[config.mk]
export PLATFORM = sky130hd
export DESIGN_NAME = kbd_controller
export DESIGN_NICKNAME = d
export VERILOG_FILES = /design/src/rtl/kbd_controller.sv
export SDC_FILE = /design/constraint.sdc
export NUM_CORES = 1
export LEC_CHECK = 0
export ABC_AREA = 1
export BUFFER_PORTS_ARGS = -buffer_cell sky130_fd_sc_hd__buf_2
export CORE_UTILIZATION = 35
export DETAILED_ROUTE_END_ITERATION = 12
export GPL_ROUTABILITY_DRIVEN = 0
export SETUP_SLACK_MARGIN = 0.4
export SLEW_MARGIN = 20
export SYNTH_ARGS = -nofsm -noshare
export SYNTH_HDL_FRONTEND = slang
export SYNTH_SLANG_ARGS = --single-unit
[constraint.sdc]
create_clock -name fclk -period 2.2 [get_ports fclk]
set_input_delay 0.22 -clock fclk [delete_from_list [all_inputs] [get_ports fclk]]
set_output_delay 0.22 -clock fclk [all_outputs]
set_load 0.05 [all_outputs]
[src/rtl/kbd_controller.sv]
// Keyboard scancode front end: handshakes with a PS/2-style receiver, folds the
// E0/F0 prefixes into flags and queues {ext, brk, code} events for the CPU.
module kbd_controller #(
  parameter int DEPTH = 8
) (
  input  logic       fclk,
  input  logic       rst,
  input  logic       kb_ready,
  input  logic [7:0] kb_scancode,
  output logic       kb_rdn,
  input  logic       cpu_rd,
  input  logic       ovf_clr,
  output logic [9:0] event_data,
  output logic       fifo_empty,
  output logic [4:0] count,
  output logic       overflow
);

  localparam int PTR_W = (DEPTH > 1) ? $clog2(DEPTH) : 1;
  localparam logic [4:0] DEPTH_C = 5'(DEPTH);

  typedef enum logic [1:0] {
    IDLE   = 2'd0,
    ACK    = 2'd1,
    DECODE = 2'd2
  } state_t;

  state_t            state_q, state_d;
  logic [7:0]        code_q, code_d;
  logic              ext_q, ext_d;
  logic              brk_q, brk_d;
  logic [PTR_W-1:0]  wr_ptr_q, wr_ptr_d;
  logic [PTR_W-1:0]  rd_ptr_q, rd_ptr_d;
  logic [4:0]        count_q, count_d;
  logic              overflow_q, overflow_d;
  logic [9:0]        mem_q [DEPTH];

  logic              push;
  logic              pop;
  logic              wr_en;
  logic              drop;
  logic [9:0]        wr_data;

  always_ff @(posedge fclk) begin
    if (rst) begin
      state_q    <= IDLE;
      code_q     <= 8'h00;
      ext_q      <= 1'b0;
      brk_q      <= 1'b0;
      wr_ptr_q   <= '0;
      rd_ptr_q   <= '0;
      count_q    <= 5'd0;
      overflow_q <= 1'b0;
    end else begin
      state_q    <= state_d;
      code_q     <= code_d;
      ext_q      <= ext_d;
      brk_q      <= brk_d;
      wr_ptr_q   <= wr_ptr_d;
      rd_ptr_q   <= rd_ptr_d;
      count_q    <= count_d;
      overflow_q <= overflow_d;
    end
  end

  // Storage needs no reset: entries are only visible while count covers them.
  always_ff @(posedge fclk) begin
    if (!rst && wr_en) begin
      mem_q[wr_ptr_q] <= wr_data;
    end
  end

  always_comb begin
    state_d = state_q;
    code_d  = code_q;
    ext_d   = ext_q;
    brk_d   = brk_q;
    push    = 1'b0;
    wr_data = {ext_q, brk_q, code_q};
    case (state_q)
      IDLE: begin
        if (kb_ready) begin
          code_d  = kb_scancode;
          state_d = ACK;
        end
      end
      ACK: begin
        if (!kb_ready) begin
          state_d = DECODE;
        end
      end
      DECODE: begin
        state_d = IDLE;
        if (code_q == 8'hE0) begin
          ext_d = 1'b1;
        end else if (code_q == 8'hF0) begin
          brk_d = 1'b1;
        end else if (code_q == 8'h00 || code_q == 8'hFF) begin
          ext_d = 1'b0;
          brk_d = 1'b0;
        end else begin
          push  = 1'b1;
          ext_d = 1'b0;
          brk_d = 1'b0;
        end
      end
      default: state_d = IDLE;
    endcase
  end

  // A pop on the same edge frees the head slot, so a push into a full FIFO still fits.
  always_comb begin
    pop        = cpu_rd && (count_q != 5'd0);
    wr_en      = push && ((count_q != DEPTH_C) || pop);
    drop       = push && !wr_en;
    wr_ptr_d   = wr_en ? wr_ptr_q + PTR_W'(1) : wr_ptr_q;
    rd_ptr_d   = pop ? rd_ptr_q + PTR_W'(1) : rd_ptr_q;
    count_d    = count_q;
    if (wr_en && !pop) begin
      count_d = count_q + 5'd1;
    end else if (!wr_en && pop) begin
      count_d = count_q - 5'd1;
    end
    overflow_d = overflow_q;
    if (drop) begin
      overflow_d = 1'b1;
    end else if (ovf_clr) begin
      overflow_d = 1'b0;
    end
  end

  assign kb_rdn     = (state_q == ACK);
  assign fifo_empty = (count_q == 5'd0);
  assign count      = count_q;
  assign overflow   = overflow_q;
  assign event_data = (count_q == 5'd0) ? 10'd0 : mem_q[rd_ptr_q];

endmodule

# After elaboration in Yosys (flattened, before gate mapping)

Memory sizes are Yosys's and may differ from the RTL's. A register that Yosys moved wholly into a read port is not among the register bits.
Index checks and enable logic that the tools add are counted.

Register bits: 24
Memory bits (writable): 80
Bits of input ports: 13
Output and inout port bits: 18
Logic and storage cells: 63
Memories kept: 1

Memories:

| name  | depth | width | rd ports | clocked after Yosys merged registers in | write ports | line | RTL |
|---|---|---|---|---|---|---|---|
| mem_q | 8     | 10    | 1        | 1                                       | 1           | 36   | `logic [9:0] mem_q [DEPTH];` |

Add/sub/neg operators: 4
Eq/ne operators: 9
Muxes and demuxes: 19
Bitwise gates (word level): 1
Reductions and logical operators: 21

Operators by type and width:

| cell                  | number |
|---|---|
| $eq A8 B8 Y1 const B  | 3 |
| $mux W1               | 11 |
| $mux W10              | 1 |
| $mux W5               | 2 |
| $logic_not A8 Y1      | 1 |
| $reduce_and A2 Y1     | 4 |
| $add A3 B1 Y3 const B | 2 |
| $logic_and A1 B1 Y1   | 6 |
| $mux W3               | 2 |
| $ne A2 B2 Y1 const B  | 3 |
| $add A5 B1 Y5 const B | 1 |
| $logic_not A5 Y1      | 1 |
| $ne A5 B4 Y1 const B  | 1 |
| $reduce_bool A5 Y1    | 1 |
| $sub A5 B1 Y5 const B | 1 |
| $mux W2               | 2 |
| $pmux W2 S2           | 1 |
| $reduce_bool A2 Y1    | 2 |
| $logic_not A1 Y1      | 3 |
| $eq A2 B1 Y1 const B  | 1 |
| $eq A2 B2 Y1 const B  | 1 |
| $logic_not A2 Y1      | 1 |
| $logic_or A1 B1 Y1    | 2 |
| $not A1 Y1            | 1 |

# Depth between registers and ports, before layout

Gate-level depths: netlist of the first run.

Depth after elaboration: 11
Depth in mapped cells: 17

# Least setup slack after synthesis of the first run

Ideal clock, no wire load.

Path type: reg-to-reg
Start: register count_q[3] (netlist: count[3])
End: register count_q[4] (netlist: count[4])
Setup time: 70 ps
Data arrival time: 2,317 ps
Data required time: 2,130 ps
Path slack: -187 ps
Stages on the path, launching flop included: 15
Buffers on the path: 0
Cells stage by stage: dfxtp_1 inv_1 nor2_1 nand3_1 nand3_4 inv_4 ha_1 fa_1 inv_1 nand2_1 nand2_1 a21oi_1 xnor2_1 nand2_1 a21oi_1

Longest elaborated chain between the ends: 7

RTL lines:

| item                                                  | line | RTL |
|---|---|---|
| start: declaration                                    | 34   | `logic [4:0] count_q, count_d;` |
| start signal: assignment                              | 61   | `count_q <= count_d;` |
| branches (longest 7 deep; another with $sub A5 B1 Y5) | -    |  |

Parallel ways; which one is timed is not known. The select of a mux whose other input is x is not followed.
A chain may end at the register's enable or synchronous reset.

# Final worst setup path of the first run

Start: register code_q[2]
End: register count_q[4] (netlist: count[4])

Longest elaborated chain between the ends: 10

RTL lines:

| item                                             | line | RTL |
|---|---|---|
| start: declaration                               | 29   | `logic [7:0] code_q, code_d;` |
| start signal: assignment                         | 56   | `code_q <= code_d;` |
| $eq A8 B8 Y1 or $logic_not A8 Y1 (tied branches) | 98   | `end else if (code_q == 8'h00 \|\| code_q == 8'hFF) begin` |
| $logic_or A1 B1 Y1                               | 98   |  |
| $mux W1                                          | 98   |  |
| $mux W1                                          | 96   | `end else if (code_q == 8'hF0) begin` |
| $mux W1 (*)                                      | 94   | `if (code_q == 8'hE0) begin` |
| $mux W1 (*)                                      | 80   | `case (state_q)` |
| $logic_and A1 B1 Y1 (*)                          | 114  | `wr_en = push && ((count_q != DEPTH_C) \|\| pop);` |
| $logic_not A1 Y1                                 | 121  | `end else if (!wr_en && pop) begin` |
| $logic_and A1 B1 Y1                              | 121  |  |
| $reduce_bool A2 Y1 (no source line)              | -    |  |

Every way passes the cells marked *; elsewhere a longest branch is shown, timed or not.

==> reports/metrics.cfg, run 1 <==
[setup_path]
ff2ff_path_depth = 17
critPathCapture = count[4]
crit_start = code_q[2]
crit_path_end_kind = flop
reg2reg_from = code_q[2]
critPathArrivalTime_ns = 2.31
cp.required_ns = 2.47
rr_endpoint = count[4]
path_class = reg -> reg
crit_fanout = 4
reg2reg_slack_ns = 0.16
critPathLaunchType = flop

[synth]
syn_nets = 446
syn_inst = 425
yosys_warnings = 0
synth_top_area_frac = 0.5267
yosys.area.top_type = edfxtp_1
syn-cell-area_um2 = 4561
synthDistinctLibCells = 33
yosysSeqAreaShare = 0.6453
avgSynthCellArea_um2 = 10.73
ys_async_sr_fraction = 0
ys_ff_latch = 107
synthTopCellsByArea = edfxtp_1 53%, dfxtp_1 12%, nor2_1 7.7%
synth_enable_flop_cells = 80
ys_dominant_reg_cell = edfxtp_1

[power_and_ir_drop]
p_comb_frac = 0.455
power_switching_w = 0.003063
p_leak_nw = 2.258
peakVddDrop_uv = 795.3
powerDensity_nw_per_um2 = 1253
power_frac_seq = 0.324
pwr-share-clk = 0.222
internal-power_w = 0.004609
p_sw_frac = 0.3992

[clocking]
clkTransAtPathRegs_ns = 0.08
clock_path_buffers = 2
insertion_delay_ns = 0.34
numClockSinks = 107
cts_tree = done
root_buffer = clkbuf_16
numCtsBuffers = 9
htreeDepth = 3

[routing]
drtIter0Drc = 160
drc_errors = 0
wl_per_cell_um = 16.54
drtAntennaViolNets = 0
finalWirelength_um = 11130
vias = 3273
dr.pass1.iters = 7
routed_via_density = 4.863

[final_layout]
antenna_cells = 0
drive_above_1_share = 0.3693
fillers = 1117
area_growth_pct = 34.27
fin_nets = 517
finish.utilization = 0.4833
layout.cells.non_filler = 673
multi_input_area_um2 = 1642
regArea_um2 = 2998

[timing]
skew_ns = 0.009746
hold_violations = 0
rsz0062_at_grt = yes
setup_tns_ns = 0
final-setup-viol-count = 0
worstMarginPinSlew_ns = 0.3544
finalCritPeriodShare = 0.9251
max_freq_ghz = 0.4914
min_period_ns = 2.035
slew_headroom = 0.7634
finalMaxSlewViolations = 0

[global_routing]
antenna_found_initial = 0
grt_pass1_vias = 3130
grt_max_degree = 22
gr-usage-all-layers = 0.1708
grt_pass1_wl_um = 16640
grt-ovfl-total = 0

[floorplanning]
fp.coreArea_um2 = 12670
initial_core_util = 0.3599
rows = 41
die_w_um = 116.2
pin_count = 31
dieArea_um2 = 13490
die_y_um = 116.2

[placed_design]
dp_cells = 627
io_buffers = 30
dpl.hpwl_um = 6599

[run_status]
status = completed

[worst_hold_path]
hold_path.class = in -> reg

[run]
cap_violations = 0

[cell usage in the layout, fill, tap and decap left out, types with 2 or more instances in the layout]
master     instances
nor2_1            81
buf_4             22
xnor2_1            3
dfxtp_4           14
dfxtp_2            2
o21ai_0           34
buf_2             20
buf_6             26
a21oi_2            3
nand3_1            8
clkbuf_16         11
nand2_2            5
xor2_1             2
nand4_1            2
buf_12             3
a31oi_2           10
nand2_4            5
a21oi_1           14
inv_8              3
buf_16             4
dfxtp_1           11
edfxtp_1          80
nor2_4            12
inv_1             21
o21ai_1           39
nor2_2            13
inv_6              2
o21ai_2            3
ha_1               3
inv_2              8
clkinv_8           2
nor3_1             2
ha_4               4
inv_4              3
nand2_1           15
[synthesized netlist by cell type (6+ instances only)]
cell type / n
o21ai_0: 45
buf_2: 10
clkbuf_1: 6
nor2_2: 8
nand3_1: 9
a21oi_1: 16
dfxtp_1: 27
o21ai_1: 31
nor2_1: 94
a31oi_1: 10
edfxtp_1: 80
nand2_1: 18
inv_1: 29
ha_1: 7
[layout make-up]
type,count,share of cell area
multi-input cells,266,0.2681
flip-flops and latches,107,0.4896
clock buffers,9,0.03678
inverters,34,0.02411
well taps,172,0.03515
repair buffers,78,0.1295
clock inverters,7,0.01676
[logic make-up after synthesis]
group,synth area share
AND/OR/NAND/NOR,0.1580
flip-flops,0.6453
AO/OA/AOI/OAI,0.1166
buffers and inverters,0.04691
adder cells (fa/ha/maj),0.02359
XOR/XNOR,0.009604
[worst max-delay path, cell delays in order, from the launching register on]
cell and delay [ns]:
dfxtp_4 0.37, inv_2 0.06, nand2_2 0.06, nor2_4 0.12
nand2_4 0.06, nand2_4 0.08, nor2_8 0.04, nand3_4 0.08
inv_4 0.04, ha_4 0.17, fa_2 0.35, inv_2 0.05
nand2_1 0.04, nand2_1 0.06, a21oi_2 0.05, xnor2_1 0.13
nand2_1 0.07, a21oi_1 0.12
[repair_timing]
item / 4_1_cts / 5_1_grt
setup buffers: 17 / 5
pin swaps: 18 / 19
gates cloned: 4 / 4
hold buffers: 0 / 0
endpoints found under the setup margin: 14 / 95
resized for setup: 62 / 41
[power groups by stage]
| stage | Sequential, W | Clock [W] | Combinational, W |
|---|---|---|---|
| after floorplan | 0.00259 | 0 | 0.00195 |
| after global placement | 0.00247 | 0 | 0.00268 |
| after detailed placement | 0.00248 | 0 | 0.00274 |
| after CTS | 0.00247 | 0.00173 | 0.00336 |
| after global routing | 0.00250 | 0.00181 | 0.00375 |
| final | 0.00248 | 0.00170 | 0.00349 |
[registers in the layout, indices dropped and copies added (netlist names), 2 cells and up, named ones only]
signal,cells
mem_q,80
code_q,8
count,5
rd_ptr_q,3
wr_ptr_q,3
state_q,2
[per-stage QoR]
stage	area (µm²)	hold WS [ns]	setup WS, ns	total power, W
final	6123	0.03598	0.1649	0.007672
after global routing	6123	0.05662	0.05570	0.008058
after CTS	5891	0.03610	0.1041	0.007557
after detailed placement	5162	0.4003	0.04052	0.005211
after global placement	5162	0.3977	0.1058	0.005152
after floorplan	4746	0.2968	0.2053	0.004536
[worst min path at each step]
stage,start,end,slack [ns],depth (start not counted)
global route,kb_ready,state_q[1],0.06,2
floorplan,kb_ready,state_q[1],0.30,1
global placement,kb_ready,state_q[1],0.40,2
finish,kb_ready,state_q[1],0.04,2
detailed placement,kb_ready,state_q[1],0.40,2
CTS,kb_ready,state_q[1],0.04,2
[metal layers]
metal / part of all wire / track usage / vias up
met5: 0 / 0 / -
met4: 0.020 / 0.06239 / 0
met3: 0.031 / 0.03217 / 16
met2: 0.50 / 0.3040 / 78
met1: 0.45 / 0.2061 / 1566
li1: - / - / 1613
Power figures use the tool's default switching activity.
==> inputs of run 2 (changes only) <==
Settings changed: ABC_AREA 1 to not set.
==> run 2 against run 1 <==
The flow now finishes with violations (setup timing). Total power decreased by 11%. Global-route usage decreased by 0.81 points. Sequential cell count unchanged. Clock-buffer cell count increased by 3. Critical path type unchanged. Critical endpoint unchanged.
==> reports/metrics.cfg, run 2 <==
[clocking]
cts_tree = done
root_buffer = clkbuf_16
clkTransAtPathRegs_ns = 0.07  ; about the same
insertion_delay_ns = 0.34  ; about the same
numCtsBuffers = 9  ; unchanged
cts_hold_buf = 0  ; unchanged
clock_path_buffers = 2  ; unchanged
htreeDepth = 3  ; unchanged
numClockSinks = 107  ; unchanged

[synth]
yosysMostFrequentCell = edfxtp_1
avgSynthCellArea_um2 = 16.05  ; +50%
synthTopCellsByCount = 80 x edfxtp_1, 40 x nor2_1, 27 x dfxtp_1
syn-cell-area_um2 = 4300  ; -5.7%
ys_async_sr_fraction = 0  ; unchanged
yosysSeqAreaShare = 0.6843  ; +0.03905
synth_top_area_frac = 0.5586  ; +0.03188
syn_nets = 289  ; -35%
syn_inst = 268  ; -37%
synthDistinctLibCells = 37  ; +12%
ys_ff_latch = 107  ; unchanged
yosys.area.top_type = edfxtp_1
yosys_warnings = 0  ; unchanged
synth_enable_flop_cells = 80  ; unchanged
synthTopCellsByArea = edfxtp_1 56%, dfxtp_1 13%, mux4_2 10%
ys_dominant_reg_cell = edfxtp_1

[global_routing]
grt_pass1_vias = 2616  ; -16%
grt-ovfl-total = 0  ; unchanged
use_met2 = 0.2827  ; -0.02125
gr-usage-all-layers = 0.1628  ; -0.008068
grt_pass1_wl_um = 15040  ; -9.7%
top_usage_layer = met2
grt_use_met3 = 0.03803  ; +0.005855
antenna_found_initial = 0  ; unchanged
use_met1 = 0.2038  ; -0.002354
grt_max_degree = 21  ; -4.5%

[placed_design]
dpl.hpwl_um = 5672  ; -14%
io_buffers = 30  ; unchanged
placed_area_um2 = 5092  ; -1.4%
dp_cells = 472  ; -25%
dp_slack_ns = -0.4762  ; -0.5167 ns

[floorplanning]
die_y_um = 112.8  ; -2.8%
pin_count = 31  ; unchanged
rows = 40  ; -2.4%
die_w_um = 112.8  ; -2.8%
fp.coreArea_um2 = 12010  ; -5.2%
dieArea_um2 = 12730  ; -5.6%
initial_core_util = 0.3580  ; -0.001908

[final_layout]
antenna_cells = 0  ; unchanged
largest_reg_flops = 80  ; unchanged
area_growth_pct = 42.33
largest_register = mem_q
fillers = 1001  ; -10%
mostFrequentLayoutCells = 80 x edfxtp_1, 37 x buf_4, 24 x nor2_1
stdcell_area_um2 = 6121  ; about the same
layout.cells.most_common = edfxtp_1
layout.cells.non_filler = 517  ; -23%
drive_above_1_share = 0.5162  ; +0.1470
fin_nets = 386  ; -25%

[routing]
wl_per_cell_um = 19.37  ; +17%
routed_via_density = 5.021  ; +3.2%
drc_errors = 0  ; unchanged
drtAntennaViolNets = 0  ; unchanged
vias = 2596  ; -21%
drtIter0Drc = 95  ; -41%
dr.pass1.iters = 4  ; -3
finalWirelength_um = 10020  ; -10%

[timing]
finalMaxSlewViolations = 0  ; unchanged
slew_headroom = 0.6491  ; -0.1143
final-setup-viol-count = 84  ; +84
rsz0062_at_grt = yes
finalCritPeriodShare = 1.186  ; +0.2609
worstMarginPinSlew_ns = 0.5256  ; +0.1711 ns
max_freq_ghz = 0.3833  ; -22%
skew_ns = 0.007773  ; -0.001972 ns
layout_setup_ws_ns = -0.4091  ; -0.5740 ns
hold_violations = 0  ; unchanged
min_period_ns = 2.609  ; +0.5740 ns

[setup_path]
reg2reg_slack_ns = -0.41  ; -0.57 ns
crit_path_end_kind = flop
rr_endpoint = count[4]
crit_fanout = 3  ; -1
ff2ff_path_depth = 10  ; -7
crit_start = count[1]
path_class = reg -> reg
critPathLaunchType = flop
critPathCapture = count[4]
reg2reg_from = count[1]
critPathArrivalTime_ns = 2.83  ; +0.52 ns
cp.required_ns = 2.42  ; -0.05 ns

[power_and_ir_drop]
power_frac_seq = 0.342  ; +0.018
p_leak_nw = 2.158  ; -4.5%
powerDensity_nw_per_um2 = 1110  ; -11%
pwr-share-clk = 0.233  ; +0.011
power_switching_w = 0.002369  ; -23%
p_comb_frac = 0.425  ; -0.030
p_sw_frac = 0.3487  ; -0.05056
power.total_w = 0.006793  ; -11%
internal-power_w = 0.004424  ; -4.0%
peakVddDrop_uv = 917.1  ; +15%

[worst_hold_path]
min_path_cells = 2  ; unchanged
hold_start = kb_ready
hold_path.class = in -> reg

[run]
cap_violations = 0  ; unchanged

[run_status]
violations = setup timing
status = finished, violations left

==> run 2: metal layers <==
metal | share of wire | vias to the layer above
li1 | - | 1210
met1 | 0.43 | 1307
met2 | 0.51 | 67
met3 | 0.045 | 12
met4 | 0.016 | 0
met5 | 0 | -
==> run 2: kinds of logic after synthesis <==
family | count (synthesis) | share of synthesized area
flops | 107 | 0.6843
simple gates | 74 | 0.08437
mux | 43 | 0.1586
buf+inv | 16 | 0.01455
compound gates | 15 | 0.02299
fa+ha+maj | 8 | 0.02502
xor+xnor | 5 | 0.01018
==> run 2: cell type report <==
class,count,area [µm²],share of cell area
clock buffers,12,236.5,0.03863
well taps,147,183.9,0.03005
multi-input cells,145,1587,0.2592
flip-flops and latches,107,2978,0.4865
inverters,5,21.27,0.003475
repair buffers,97,1064,0.1738
clock inverters,4,51.30,0.008381
==> run 2: power groups by stage <==
stage               clock network, W  registers, W  logic [W]
detailed placement                 0       0.00235    0.00241
CTS                          0.00161       0.00231    0.00263
finish                       0.00159       0.00232    0.00289
floorplan                          0       0.00251    0.00157
global route                 0.00169       0.00233    0.00304
global placement                   0       0.00235    0.00238
==> run 2: timing repair <==
item / 4_1_cts / 5_1_grt
cloned: 5 / 2
hold endpoints to repair: 0 / 0
setup endpoints to repair: 96 / 105
pin swaps: 13 / 7
buffers inserted: 18 / 4
resized for setup: 49 / 25
==> run 2: per-stage QoR <==
| step | TNS (ns) | hold slack (ns) | utilization |
|---|---|---|---|
| detailed placement | -10.14 | 0.4148 | 0.4240 |
| finish | -6.031 | 0.06292 | 0.5096 |
| floorplan | -1.120 | 0.2973 | - |
| global route | -9.826 | 0.06366 | 0.5096 |
| CTS | -3.400 | 0.05483 | 0.4958 |
| global placement | -8.093 | 0.4048 | 0.4240 |
==> run 2: how the worst min path moves through the flow <==
stage          slack, ns    endpoint
2_1_floorplan       0.30  state_q[1]
3_3_place_gp        0.40  state_q[1]
3_5_place_dp        0.41  state_q[1]
4_1_cts             0.05  state_q[1]
5_1_grt             0.06  state_q[1]
6_report            0.06  state_q[1]
==> run 2: worst max-delay path, cell delays in order (launching register included) <==
cell	delay (ns)
dfxtp_4	0.34
or4_4	0.55
buf_4	0.18
o21ai_4	0.16
ha_4	0.19
fa_2	0.20
inv_1	0.04
a21o_1	0.17
a21oi_2	0.12
mux2i_1	0.20
mux2_2	0.34
==> inputs of run 3 (changes only) <==
Settings changed: CAP_MARGIN set to 25, CORE_ASPECT_RATIO set to 0.6.
==> run 3 against run 2 <==
Sequential share of layout area shrank 0.31 points. Combinational power grew 4%. Fmax shrank 1.1%. Largest cell class unchanged. Critical endpoint unchanged. Non-clock buffer count grew 6. The flow still finishes with violations (setup timing). Sequential power about the same.
==> reports/metrics.cfg, run 3 (same netlist as run 2, synthesis figures left out) <==
[run_status]
status = finished, violations left
violations = setup timing

[global_routing]
grt-ovfl-total = 0  ; unchanged
grt_pass1_wl_um = 16280  ; +8.3%
grt_pass1_vias = 2692  ; +2.9%
gr-usage-all-layers = 0.1809  ; +0.01809
grt_max_degree = 22  ; +4.8%
antenna_found_initial = 0  ; unchanged

[setup_path]
cp_cell_sequence = or4_4 -> buf_4 -> o21ai_4 -> ha_4 -> inv_4 -> ha_4 -> a21o_1 -> a21oi_2 -> mux2i_1 -> mux2_2
crit_path_end_kind = flop
critPathArrivalTime_ns = 2.88  ; +0.05 ns
crit_fanout = 4  ; +1
reg2reg_slack_ns = -0.44  ; -0.03 ns
path_class = reg -> reg
critPathMostFrequentCell = ha_4
cp.required_ns = 2.44  ; +0.02 ns
cp_slowest_cell = or4_4
critPathMaxStageDelay_ns = 0.56  ; about the same
critPathLaunchType = flop

[floorplanning]
rows = 30  ; -25%
pin_count = 31  ; unchanged
initial_core_util = 0.3696  ; +0.01155
die_y_um = 87.86  ; -22%
die_w_um = 145.1  ; +29%
dieArea_um2 = 12750  ; +0.11%
fp.coreArea_um2 = 11640  ; -3.1%

[clocking]
numClockSinks = 107  ; unchanged
clock_path_buffers = 2  ; unchanged
numCtsBuffers = 9  ; unchanged
htreeDepth = 3  ; unchanged
root_buffer = clkbuf_16
insertion_delay_ns = 0.35  ; about the same
clkTransAtPathRegs_ns = 0.07  ; about the same
cts_hold_buf = 0  ; unchanged
cts_tree = done

[routing]
drtIter0Drc = 161  ; +69%
routed_via_density = 4.912  ; -2.2%
dr.pass1.iters = 4  ; unchanged
wl_per_cell_um = 19.72  ; +1.8%
drtAntennaViolNets = 0  ; unchanged
drc_errors = 0  ; unchanged
finalWirelength_um = 10570  ; +5.6%
vias = 2633  ; +1.4%

[final_layout]
antenna_cells = 0  ; unchanged
drive_above_1_share = 0.5106  ; -0.005578
fillers = 956  ; -4.5%
multi_input_area_um2 = 1558  ; -1.8%
finish.utilization = 0.5296  ; +0.01999
largest_reg_flops = 80  ; unchanged
regArea_um2 = 2979  ; about the same
stdcell_area_um2 = 6162  ; +0.67%
area_growth_pct = 43.29
mostFrequentLayoutCells = 80 x edfxtp_1, 33 x buf_6, 33 x buf_4
layout.cells.most_common = edfxtp_1
largest_register = mem_q
fin_nets = 392  ; +1.6%

[timing]
hold_ws_ns = 0.05493  ; -0.007993 ns
worstMarginPinSlew_ns = 0.3901  ; -0.1355 ns
layout_setup_ws_ns = -0.4389  ; -0.02986 ns
min_period_ns = 2.639  ; +0.02985 ns
hold_violations = 0  ; unchanged
slew_headroom = 0.7393  ; +0.09017
max_freq_ghz = 0.3789  ; -1.1%
skew_ns = 0.009924  ; +0.002151 ns
final-setup-viol-count = 91  ; +8.3%
rsz0062_at_grt = yes
finalMaxSlewViolations = 0  ; unchanged
setup_tns_ns = -16.35  ; -10.32 ns
finalCritPeriodShare = 1.200  ; +0.01357

[worst_hold_path]
hold_path.class = in -> reg

[power_and_ir_drop]
p_leak_nw = 2.185  ; +1.3%
peakVddDrop_uv = 433.7  ; -53%
powerDensity_nw_per_um2 = 1116  ; +0.57%

[placed_design]
dp_slack_ns = -0.5137  ; -0.03754 ns
placed_area_um2 = 5114  ; +0.42%
dpl.hpwl_um = 6060  ; +6.8%
io_buffers = 30  ; unchanged

[run]
cap_violations = 0  ; unchanged

==> run 3: final timing paths <==
| check | startpoint | to | cells after the start |
|---|---|---|---|
| worst max-delay path | count[1] | count[4] | 10 |
| worst min-delay path | kb_ready | state_q[1] | 2 |
| worst min register to register | overflow | overflow | 2 |
| worst max register to register | count[1] | count[4] | 10 |
==> run 3: area by class of cell <==
type	count	area share
flip-flops and latches	107	0.4835
multi-input cells	145	0.2528
repair buffers	103	0.1809
clock buffers	9	0.03655
well taps	160	0.03249
clock inverters	7	0.01036
inverters	5	0.003452
==> run 3: worst max-delay path: cells and delay by family (launching register included) <==
family	cells	cell delay, ns
buffers and inverters	2	0.23
multiplexers	2	0.57
flip-flops	1	0.34
AND/OR/NAND/NOR	1	0.56
adder cells (fa/ha/maj)	2	0.40
AO/OA/AOI/OAI	3	0.44
==> run 3: where the power goes <==
group,internal (W),switching (W),total [W]
Combinational,0.00139,0.00163,0.00302
Sequential,0.00226,0.0000516,0.00231
Clock,0.000790,0.000759,0.00155
Total,0.00443,0.00244,0.00688
==> run 3: per-stage QoR <==
| stage | power [W] | std cells |
|---|---|---|
| 2_1_floorplan | 0.004081 | 268 |
| 6_report | 0.006878 | 536 |
| 5_1_grt | 0.007152 | 536 |
| 4_1_cts | 0.006874 | 533 |
| 3_3_place_gp | 0.004753 | 485 |
| 3_5_place_dp | 0.004769 | 485 |
==> run 3: timing repair <==
action	4_1_cts	5_1_grt
gates cloned	6	0
pin swaps	12	7
buffers inserted	26	3
setup endpoints to repair	96	105
gates resized for setup	70	11
==> run 3: routing by layer <==
layer	part of all wire	vias up	global-route usage
li1	-	1230	-
met4	0.0020	0	0.04402
met3	0.073	2	0.04479
met5	0	-	0
met2	0.44	73	0.2758
met1	0.48	1328	0.2613
